**config.mk**
```make
export PLATFORM = sky130hd
export DESIGN_NAME = seq_pattern_gen
export DESIGN_NICKNAME = d
export VERILOG_FILES = /design/src/rtl/seq_gen_pkg.sv /design/src/rtl/seq_down_counter.sv /design/src/rtl/seq_pattern_gen.sv
export SDC_FILE = /design/constraint.sdc
export NUM_CORES = 1
export LEC_CHECK = 0
export CAP_MARGIN = 20
export CORE_MARGIN = 5
export CORE_UTILIZATION = 50
export CTS_CLUSTER_DIAMETER = 150
export DETAILED_ROUTE_END_ITERATION = 16
export HOLD_SLACK_MARGIN = 0.03
export PLACE_DENSITY = 0.74
export SLEW_MARGIN = 20
export SYNTH_ARGS = -nofsm -noshare
export SYNTH_HDL_FRONTEND = slang
export SYNTH_SLANG_ARGS = --single-unit
```
**constraint.sdc**
```tcl
create_clock -name clk -period 3.15 [get_ports clk]
set_clock_uncertainty 0.1 [all_clocks]
set_input_delay 0.63 -clock clk [delete_from_list [all_inputs] [get_ports clk]]
set_output_delay 0.63 -clock clk [all_outputs]
set_load 0.01 [all_outputs]
```
**src/rtl/seq_gen_pkg.sv**
```systemverilog
// Shared types and constants for the serial pattern generator and the
// detector benches it feeds.
package seq_gen_pkg;

  typedef enum logic [1:0] {
    IDLE = 2'd0,
    SEND = 2'd1,
    GAP  = 2'd2,
    DONE = 2'd3
  } state_t;

  localparam logic [3:0] DEFAULT_PATTERN = 4'b1010;

endpackage

```
**src/rtl/seq_down_counter.sv**
```systemverilog
// Loadable down-counter with a zero flag; saturates at zero rather than
// wrapping.
module seq_down_counter #(
  parameter int W = 4
) (
  input  logic         clk,
  input  logic         reset,
  input  logic         load,
  input  logic [W-1:0] value,
  input  logic         dec,
  output logic         zero
);

  logic [W-1:0] count;

  always_ff @(posedge clk or negedge reset) begin
    if (!reset) begin
      count <= '0;
    end else if (load) begin
      count <= value;
    end else if (dec && (count != '0)) begin
      count <= count - W'(1);
    end
  end

  assign zero = (count == '0);

endmodule

```
**src/rtl/seq_pattern_gen.sv**
```systemverilog
// Serial pattern transmitter: sends PATTERN MSB-first repeat_n times with an
// optional gap of zeros between repetitions, start/busy/done handshake.
module seq_pattern_gen
  import seq_gen_pkg::*;
#(
  parameter int               PAT_W   = 4,
  parameter logic [PAT_W-1:0] PATTERN = PAT_W'(DEFAULT_PATTERN),
  parameter int               CNT_W   = 8,
  parameter int               GAP_W   = 4
) (
  input  logic             clk,
  input  logic             reset,
  input  logic             start,
  input  logic             abort,
  input  logic [CNT_W-1:0] repeat_n,
  input  logic [GAP_W-1:0] gap_n,
  output logic             dout,
  output logic             dvalid,
  output logic             last_bit,
  output logic             busy,
  output logic             done
);

  localparam int               IDX_W   = $clog2(PAT_W);
  localparam logic [IDX_W-1:0] IDX_MAX = IDX_W'(PAT_W - 1);

  state_t           state;
  state_t           state_next;
  logic [GAP_W-1:0] gap_len;
  logic [PAT_W-1:0] shift;
  logic             accept;
  logic             idx_load, idx_dec, idx_zero;
  logic             reps_load, reps_dec, reps_zero;
  logic             gap_load, gap_dec, gap_zero;

  assign accept = (state == IDLE) && start && !abort;

  always_ff @(posedge clk or negedge reset) begin
    if (!reset) begin
      state   <= IDLE;
      gap_len <= '0;
      shift   <= '0;
    end else begin
      state <= state_next;
      if (accept) gap_len <= gap_n;
      // The shift register tracks the bit index counter: its MSB is PATTERN[idx].
      if (idx_load)     shift <= PATTERN;
      else if (idx_dec) shift <= shift << 1;
    end
  end

  always_comb begin
    state_next = state;
    idx_load   = 1'b0;
    idx_dec    = 1'b0;
    reps_load  = 1'b0;
    reps_dec   = 1'b0;
    gap_load   = 1'b0;
    gap_dec    = 1'b0;
    if (abort) begin
      state_next = IDLE;
    end else begin
      case (state)
        IDLE: begin
          if (start) begin
            if (repeat_n == '0) begin
              state_next = DONE;
            end else begin
              state_next = SEND;
              idx_load   = 1'b1;
              reps_load  = 1'b1;
            end
          end
        end
        SEND: begin
          if (idx_zero) begin
            idx_load = 1'b1;
            // reps counter holds repetitions remaining after the current one
            if (reps_zero) begin
              state_next = DONE;
            end else begin
              reps_dec = 1'b1;
              if (gap_len != '0) begin
                state_next = GAP;
                gap_load   = 1'b1;
              end
            end
          end else begin
            idx_dec = 1'b1;
          end
        end
        GAP: begin
          if (gap_zero) begin
            state_next = SEND;
            idx_load   = 1'b1;
          end else begin
            gap_dec = 1'b1;
          end
        end
        DONE:    state_next = IDLE;
        default: state_next = IDLE;
      endcase
    end
  end

  seq_down_counter #(.W(IDX_W)) u_idx (
    .clk(clk), .reset(reset), .load(idx_load), .value(IDX_MAX),
    .dec(idx_dec), .zero(idx_zero)
  );

  seq_down_counter #(.W(CNT_W)) u_reps (
    .clk(clk), .reset(reset), .load(reps_load), .value(repeat_n - CNT_W'(1)),
    .dec(reps_dec), .zero(reps_zero)
  );

  seq_down_counter #(.W(GAP_W)) u_gap (
    .clk(clk), .reset(reset), .load(gap_load), .value(gap_len - GAP_W'(1)),
    .dec(gap_dec), .zero(gap_zero)
  );

  assign dout     = (state == SEND) && shift[PAT_W-1];
  assign dvalid   = (state == SEND);
  assign last_bit = (state == SEND) && idx_zero;
  assign busy     = (state == SEND) || (state == GAP);
  assign done     = (state == DONE);

endmodule

```
# Yosys cells after proc, flatten, opt, wreduce, memory -nomap -nowiden
# Cells that the tools add are included.
[op_classes]
addsub = 5
n_mul = 0
div_mod_pow = 0
n_lt_le_gt_ge = 0
eq_ne = 7
shifts = 0
n_mux = 39
bitwise_logic = 0
n_reduce_logical = 23
[op_table]
columns = ["cell", "n"]
rows = [
  ["2-to-1 mux 1 bit", 22],
  ["2-to-1 mux 2 bit", 9],
  ["logical NOT 8 bit", 2],
  ["2-to-1 mux 4 bit", 4],
  ["2-to-1 mux 8 bit", 2],
  ["subtractor 8 x 1 -> 8 bit (second input constant)", 2],
  ["nonzero test 2 bit", 5],
  ["one-hot mux 2 bit (4 select lines)", 1],
  ["nonzero test 4 bit", 2],
  ["nonzero test 8 bit", 1],
  ["subtractor 4 x 1 -> 4 bit (second input constant)", 2],
  ["logical AND 1 bit", 7],
  ["inequality test 3 bit (second input constant)", 2],
  ["equality test 2 bit (second input constant)", 2],
  ["logical NOT 2 bit", 2],
  ["logical NOT 4 bit", 1],
  ["inequality test 4 x 2 -> 1 bit (second input constant)", 1],
  ["AND reduction 4 bit", 1],
  ["inequality test 3 x 2 -> 1 bit (second input constant)", 1],
  ["one-hot mux 1 bit (3 select lines)", 1],
  ["equality test 2 x 1 -> 1 bit (second input constant)", 1],
  ["subtractor 2 x 1 -> 2 bit (second input constant)", 1],
  ["logical NOT 1 bit", 1],
  ["logical OR 1 bit", 1],
]
[totals]
ff_bits = 24
latch_bits = 0
ram_bits = 0
rom_bits = 0
input_bits = 16
word_cells = 80
mem_count = 0

# Logic depth before layout (Yosys ltp)
[logic_depth]
ltp_word = 8
ltp_mapped = 11
depth_no_buf = 10

# By module
# Synthesis repeated with hierarchy kept, for this count alone.
[hier_totals]
hier_cells = 181
hier_area_um2 = 1681.6
[by_module_without_submodules]
columns = ["module", "instances", "cells_per_inst", "area_each_um2", "seq_area_each_um2"]
rows = [
  ["seq_pattern_gen", 1, 83, 750.7, 225.2],
  ["seq_down_counter (u_reps)", 1, 58, 528.0, 200.2],
  ["seq_down_counter (u_gap)", 1, 27, 270.3, 100.1],
  ["seq_down_counter (u_idx)", 1, 13, 132.6, 50.0],
]

# Worst setup path after synthesis
# No wires, ideal clock.
[synth_path]
path_kind = "input to register"
from = "input repeat_n[5]"
to = "register u_reps.count[6]"
arrival_time_ns = 2.102
t_required_ns = 2.951
slack_ns = 0.849
cell_stages = 9
path_cell_list = "nor3_1 a31o_2 buf_6 mux2i_1 ha_1 o21ai_0 nand2_1 a21oi_1 a311oi_1"
[synth_via]
elab_chain_len = 6
[synth_rtl]
columns = ["item", "line_no", "source"]
rows = [
  ["from (decl)", "seq_pattern_gen.sv:15", "input logic [CNT_W-1:0] repeat_n,"],
  ["logical NOT 8 bit", "seq_pattern_gen.sv:66", "if (repeat_n == '0) begin"],
  ["2-to-1 mux 1 bit", "seq_pattern_gen.sv:66", ""],
  ["2-to-1 mux 1 bit", "seq_pattern_gen.sv:65", "if (start) begin"],
  ["2-to-1 mux 1 bit", "seq_pattern_gen.sv:63", "case (state)"],
  ["2-to-1 mux 1 bit", "seq_pattern_gen.sv:60", "if (abort) begin"],
  ["2-to-1 mux 8 bit or nonzero test 2 bit (tied branches)", "--", ""],
  ["to (signal assigned)", "seq_down_counter.sv:20", "count <= value;"],
  ["to (signal assigned)", "seq_down_counter.sv:22", "count <= count - W'(1);"],
  ["to (decl)", "seq_down_counter.sv:14", "logic [W-1:0] count;"],
]
# Parallel ways exist; a longest one is shown, timed or not.
# A chain may end at the register's enable or synchronous reset.

# Worst setup path after layout
[layout_path]
from = "register state[1]"
to = "output last_bit"
[layout_via]
elab_chain_len = 2
[layout_rtl]
columns = ["item", "line_no", "source"]
rows = [
  ["from (decl)", "seq_pattern_gen.sv:27", "state_t state;"],
  ["from (signal assigned)", "seq_pattern_gen.sv:44", "state <= state_next;"],
  ["equality test 2 x 1 -> 1 bit", "seq_pattern_gen.sv:123", "assign last_bit = (state == SEND) && idx_zero;"],
  ["logical AND 1 bit", "seq_pattern_gen.sv:123", ""],
  ["to (decl)", "seq_pattern_gen.sv:19", "output logic last_bit,"],
]
# No other way between the ends.

==> run metrics <==
status=finished clean; maximum vdd drop=roughly 0.34 mV; startpoint of the lowest-slack hold path=shift[1]; Synth area leaders=sky130_fd_sc_hd__dfrtp_1 37%, sky130_fd_sc_hd__nand2_1 8.2%, sky130_fd_sc_hd__ha_1 5.6%; core footprint=about 3000 um2; hold violation count in the final report=0; antenna-violating nets left=0; largest net degree at the start of global routing=24; Req. time, crit path=2.42 ns; count of vias placed by the detailed router=around 1400; reg-to-reg critical path startpoint=state[0]; flop2flop setup slack=just under 0.7 ns; net switching component of the power=between 0.0005 and 0.0006 W; number of buffer cells added on primary ports=20; cts bufs inserted=3; Post-Synthesis Net Count=approximately 200; width of the chip=roughly 66 um; slowest stage cell, crit path=sky130_fd_sc_hd__clkdlybuf4s50_1; Reg power frac=roughly two fifths; floorplan row count=20; GP Congestion=approximately 0.89; Clock transition at path regs=approximately 0.13 ns; global-route wire length before repair=approximately 6.3 mm; Critical Path Source Type=flip-flop; top cell type by total area after synthesis=sky130_fd_sc_hd__dfrtp_1; category of the most critical setup path=flip-flop to primary output; cell internal pwr=between 0.0007 and 0.0008 W; worst min path class=flip-flop to flip-flop; switching portion of total power=a little over two fifths; final period demand of the worst path=2.63 ns; average wire per standard cell=15.2 um; maximum number of buffers from clock root to sink=2; number of iterations in the first detailed-routing pass=4; biggest cell delay along the critical path=0.54 ns; Critical path buffers and inverters=2; r2r worst-path depth=10; number of instances in the synthesized netlist=179; least setup slack across all paths after layout=about 0.52 ns; Maximum Capacitance Violations=0; number of nets in the finished design=roughly 230; hold buffer count at cts=0; Crit. path cell count=4; area of the multi-input gates=about 910 um2; total half-perimeter wirelength after legalization and detailed placement=around 2.8 mm; setup repair after global routing missed its margin=no; placement-stage worst setup slack=between 0.2 and 0.25 ns; via count of the first global-routing pass=about 1400; Antenna Cells=0; Slew headroom=55.3%; post-route setup TNS=0 ns; post-CTS setup-driven buffer insertion count=0; # setup viols final=0; Mapped Avg Cell Area=a little under 9 um2; total congestion overflow=0; cell area power density=739 nW/um2; total die area=4320 um2; endpoint of the worst-slack reg-to-reg timing path=u_reps.count[6]; number of placed I/O pins=21; CTS resizes=0; slew at the pin closest to its max-slew limit=~0.67 ns; master cell of the clock root buffer=sky130_fd_sc_hd__clkbuf_4; count of cell types in the netlist=43; top-area cell type share of the netlist area=a little under two fifths; share of the clock period used by the worst path after layout=about 84%; kind of end point of the critical path=primary output; biggest fanout along the worst timing path=8; number of antenna violations at the first check in global routing=0; P&R area growth vs syn=17.8%; Min-Delay Path Depth=2; share of power burned in combinational logic=48.0%; flop and latch count out of synthesis=23; Sinks on Clock Net=23; number of pins with negative max-slew slack in the final report=0; CTS tree=built; Max Clock Freq=380 MHz; number of fill cells=~280; clock network fraction of total power=between 10% and 20%; combined flip-flop and latch cell area=between 500 and 600 um2; worst-path cell chain=inv_1, ha_1, and2_1, clkdlybuf4s50_1; sequential-to-total area share from yosys stat=37.1%; Yosys warning count=0; clock insertion delay at the later pin of the skew report=0.32 ns; Initial Util=between 50% and 60%; Vert. Die Dim=about 66 um; end of the worst hold path=shift[1]; top cell family by delay on the critical path=buffers and inverters; P_leak=between 0.7 and 0.8 nW; total wirelength of the detailed-routed design=3.61 mm; DR iter-0 viols=a little under 100; number of vias per cell after detailed routing=about 6; number of H-tree branching levels=1; Netlist Area Pre-Place=around 1600 um2; DRC violations left=0; gr usage total=18.6%; fraction of layout instances using a drive strength above 1=between 8 and 9%; arrival time worst endpoint=1.90 ns
logic make-up after synthesis:
family | Yosys count | share of synthesized area [%]
and+or+nand+nor | 76 | 25.2
AOI/OAI and AO/OA | 52 | 22.1
DFF | 23 | 37.1
buffers and inverters | 11 | 4.11
xor gates and xnor gates | 7 | 3.95
adders and majority gates | 7 | 5.64
muxes | 3 | 1.94
cell usage in the layout, fill, tap and decap left out, types with 2 or more instances in the layout:
master                            Yosys  routed
sky130_fd_sc_hd__o21ai_0             10      10
sky130_fd_sc_hd__or4_4                2       2
sky130_fd_sc_hd__o31ai_1              2       2
sky130_fd_sc_hd__and3b_1              3       3
sky130_fd_sc_hd__a21oi_1             11      11
sky130_fd_sc_hd__and2_1               3       3
sky130_fd_sc_hd__buf_4                2       6
sky130_fd_sc_hd__clkbuf_4             0       3
sky130_fd_sc_hd__nand2_1             34      34
sky130_fd_sc_hd__xor2_1               5       5
sky130_fd_sc_hd__a22oi_1              6       6
sky130_fd_sc_hd__nand2b_1             5       5
sky130_fd_sc_hd__o21ai_1              2       2
sky130_fd_sc_hd__inv_1                7       7
sky130_fd_sc_hd__dfrtp_1             23      23
sky130_fd_sc_hd__o211ai_1             6       6
sky130_fd_sc_hd__mux2i_1              3       3
sky130_fd_sc_hd__o21bai_1             2       2
sky130_fd_sc_hd__a31oi_1              3       3
sky130_fd_sc_hd__clkdlybuf4s50_1      0      20
sky130_fd_sc_hd__nor4_1               4       4
sky130_fd_sc_hd__nor3_1               3       3
sky130_fd_sc_hd__nor2_1               9       9
sky130_fd_sc_hd__nand3_1              5       5
sky130_fd_sc_hd__xnor2_1              2       2
sky130_fd_sc_hd__ha_1                 7       7
how the worst max path moves through the flow:
stage,startpoint,endpoint
final,state[1],last_bit
after global routing,repeat_n[5],u_reps.count[6]
after floorplan,repeat_n[5],u_reps.count[6]
after global placement,repeat_n[0],u_reps.count[6]
after CTS,state[1],last_bit
after detailed placement,repeat_n[0],u_reps.count[6]
cell usage after synthesis (all sizes together):
cell and count:
nor2b 1, nor3b 1, nand4 1, nand3b 1
a21oi 11, o211ai 7, nand3 5, a41oi 1
nor4 4, a22oi 7, inv 7, o21bai 2
or4 3, and3b 3, a31oi 3, nand2b 6
dfrtp 23, or2 1, ha 7, nand2 34
xor2 5, nor2 9, o31ai 2, o311ai 1
a211oi 1, nor3 4, o22ai 1, a31o 1
o21ai 12, xnor2 2, a21boi 1, mux2i 3
buf 4, and2 3, a311oi 1, o21a 1
worst register-to-register path: stages, from the launching register on:
cell,delay (ns)
sky130_fd_sc_hd__dfrtp_1,0.44
sky130_fd_sc_hd__inv_1,0.12
sky130_fd_sc_hd__ha_1,0.28
sky130_fd_sc_hd__nand3b_1,0.16
sky130_fd_sc_hd__a31o_2,0.34
sky130_fd_sc_hd__a22oi_1,0.19
sky130_fd_sc_hd__ha_1,0.24
sky130_fd_sc_hd__o21ai_0,0.17
sky130_fd_sc_hd__nand2_1,0.10
sky130_fd_sc_hd__a21oi_1,0.06
sky130_fd_sc_hd__a311oi_1,0.20
routing by layer:
layer / GRT usage [%] / wire [um] / part of all wire, %
met5: 0 / 0 / 0
met2: 31.8 / 1780 / 49
met1: 23.3 / 1640 / 45
met3: 4.44 / 157 / 4.3
met4: 5.18 / 39 / 1.1
cell type report:
| cell class | instances | area share (%) |
|---|---|---|
| Clock buffer | 3 | 1.23 |
| Multi-Input combinational cell | 145 | 49.9 |
| Sequential cell | 23 | 31.5 |
| Clock inverter | 1 | 0.274 |
| Tap cell | 33 | 2.26 |
| Inverter | 7 | 1.44 |
| Timing Repair Buffer | 26 | 13.4 |
sequential cells by signal (all words and copies together) (netlist names):
register      count
u_reps.count      8
gap_len           4
u_gap.count       4
shift             3
state             2
u_idx.count       2
per-stage QoR:
step	instance area, um2	hold slack, ns	total power [W]	instances	util, %
after floorplan	1550	0.234	0.00100	179	-
after global placement	1800	0.361	0.00118	234	60.0
after detailed placement	1800	0.372	0.00121	234	60.0
after CTS	1830	0.405	0.00136	238	60.9
after global routing	1830	0.420	0.00148	238	60.9
final	1830	0.396	0.00135	238	60.9
power by group through the flow:
| stage | clock [W] | sequential (W) | combinational (W) |
|---|---|---|---|
| after floorplan | 0 | 0.000523 | 0.000481 |
| after global placement | 0 | 0.000555 | 0.000626 |
| after detailed placement | 0 | 0.000563 | 0.000648 |
| after CTS | 0.000149 | 0.000558 | 0.000650 |
| after global routing | 0.000166 | 0.000582 | 0.000732 |
| final | 0.000142 | 0.000560 | 0.000649 |
Note: power is estimated with default switching activity, not from simulation.
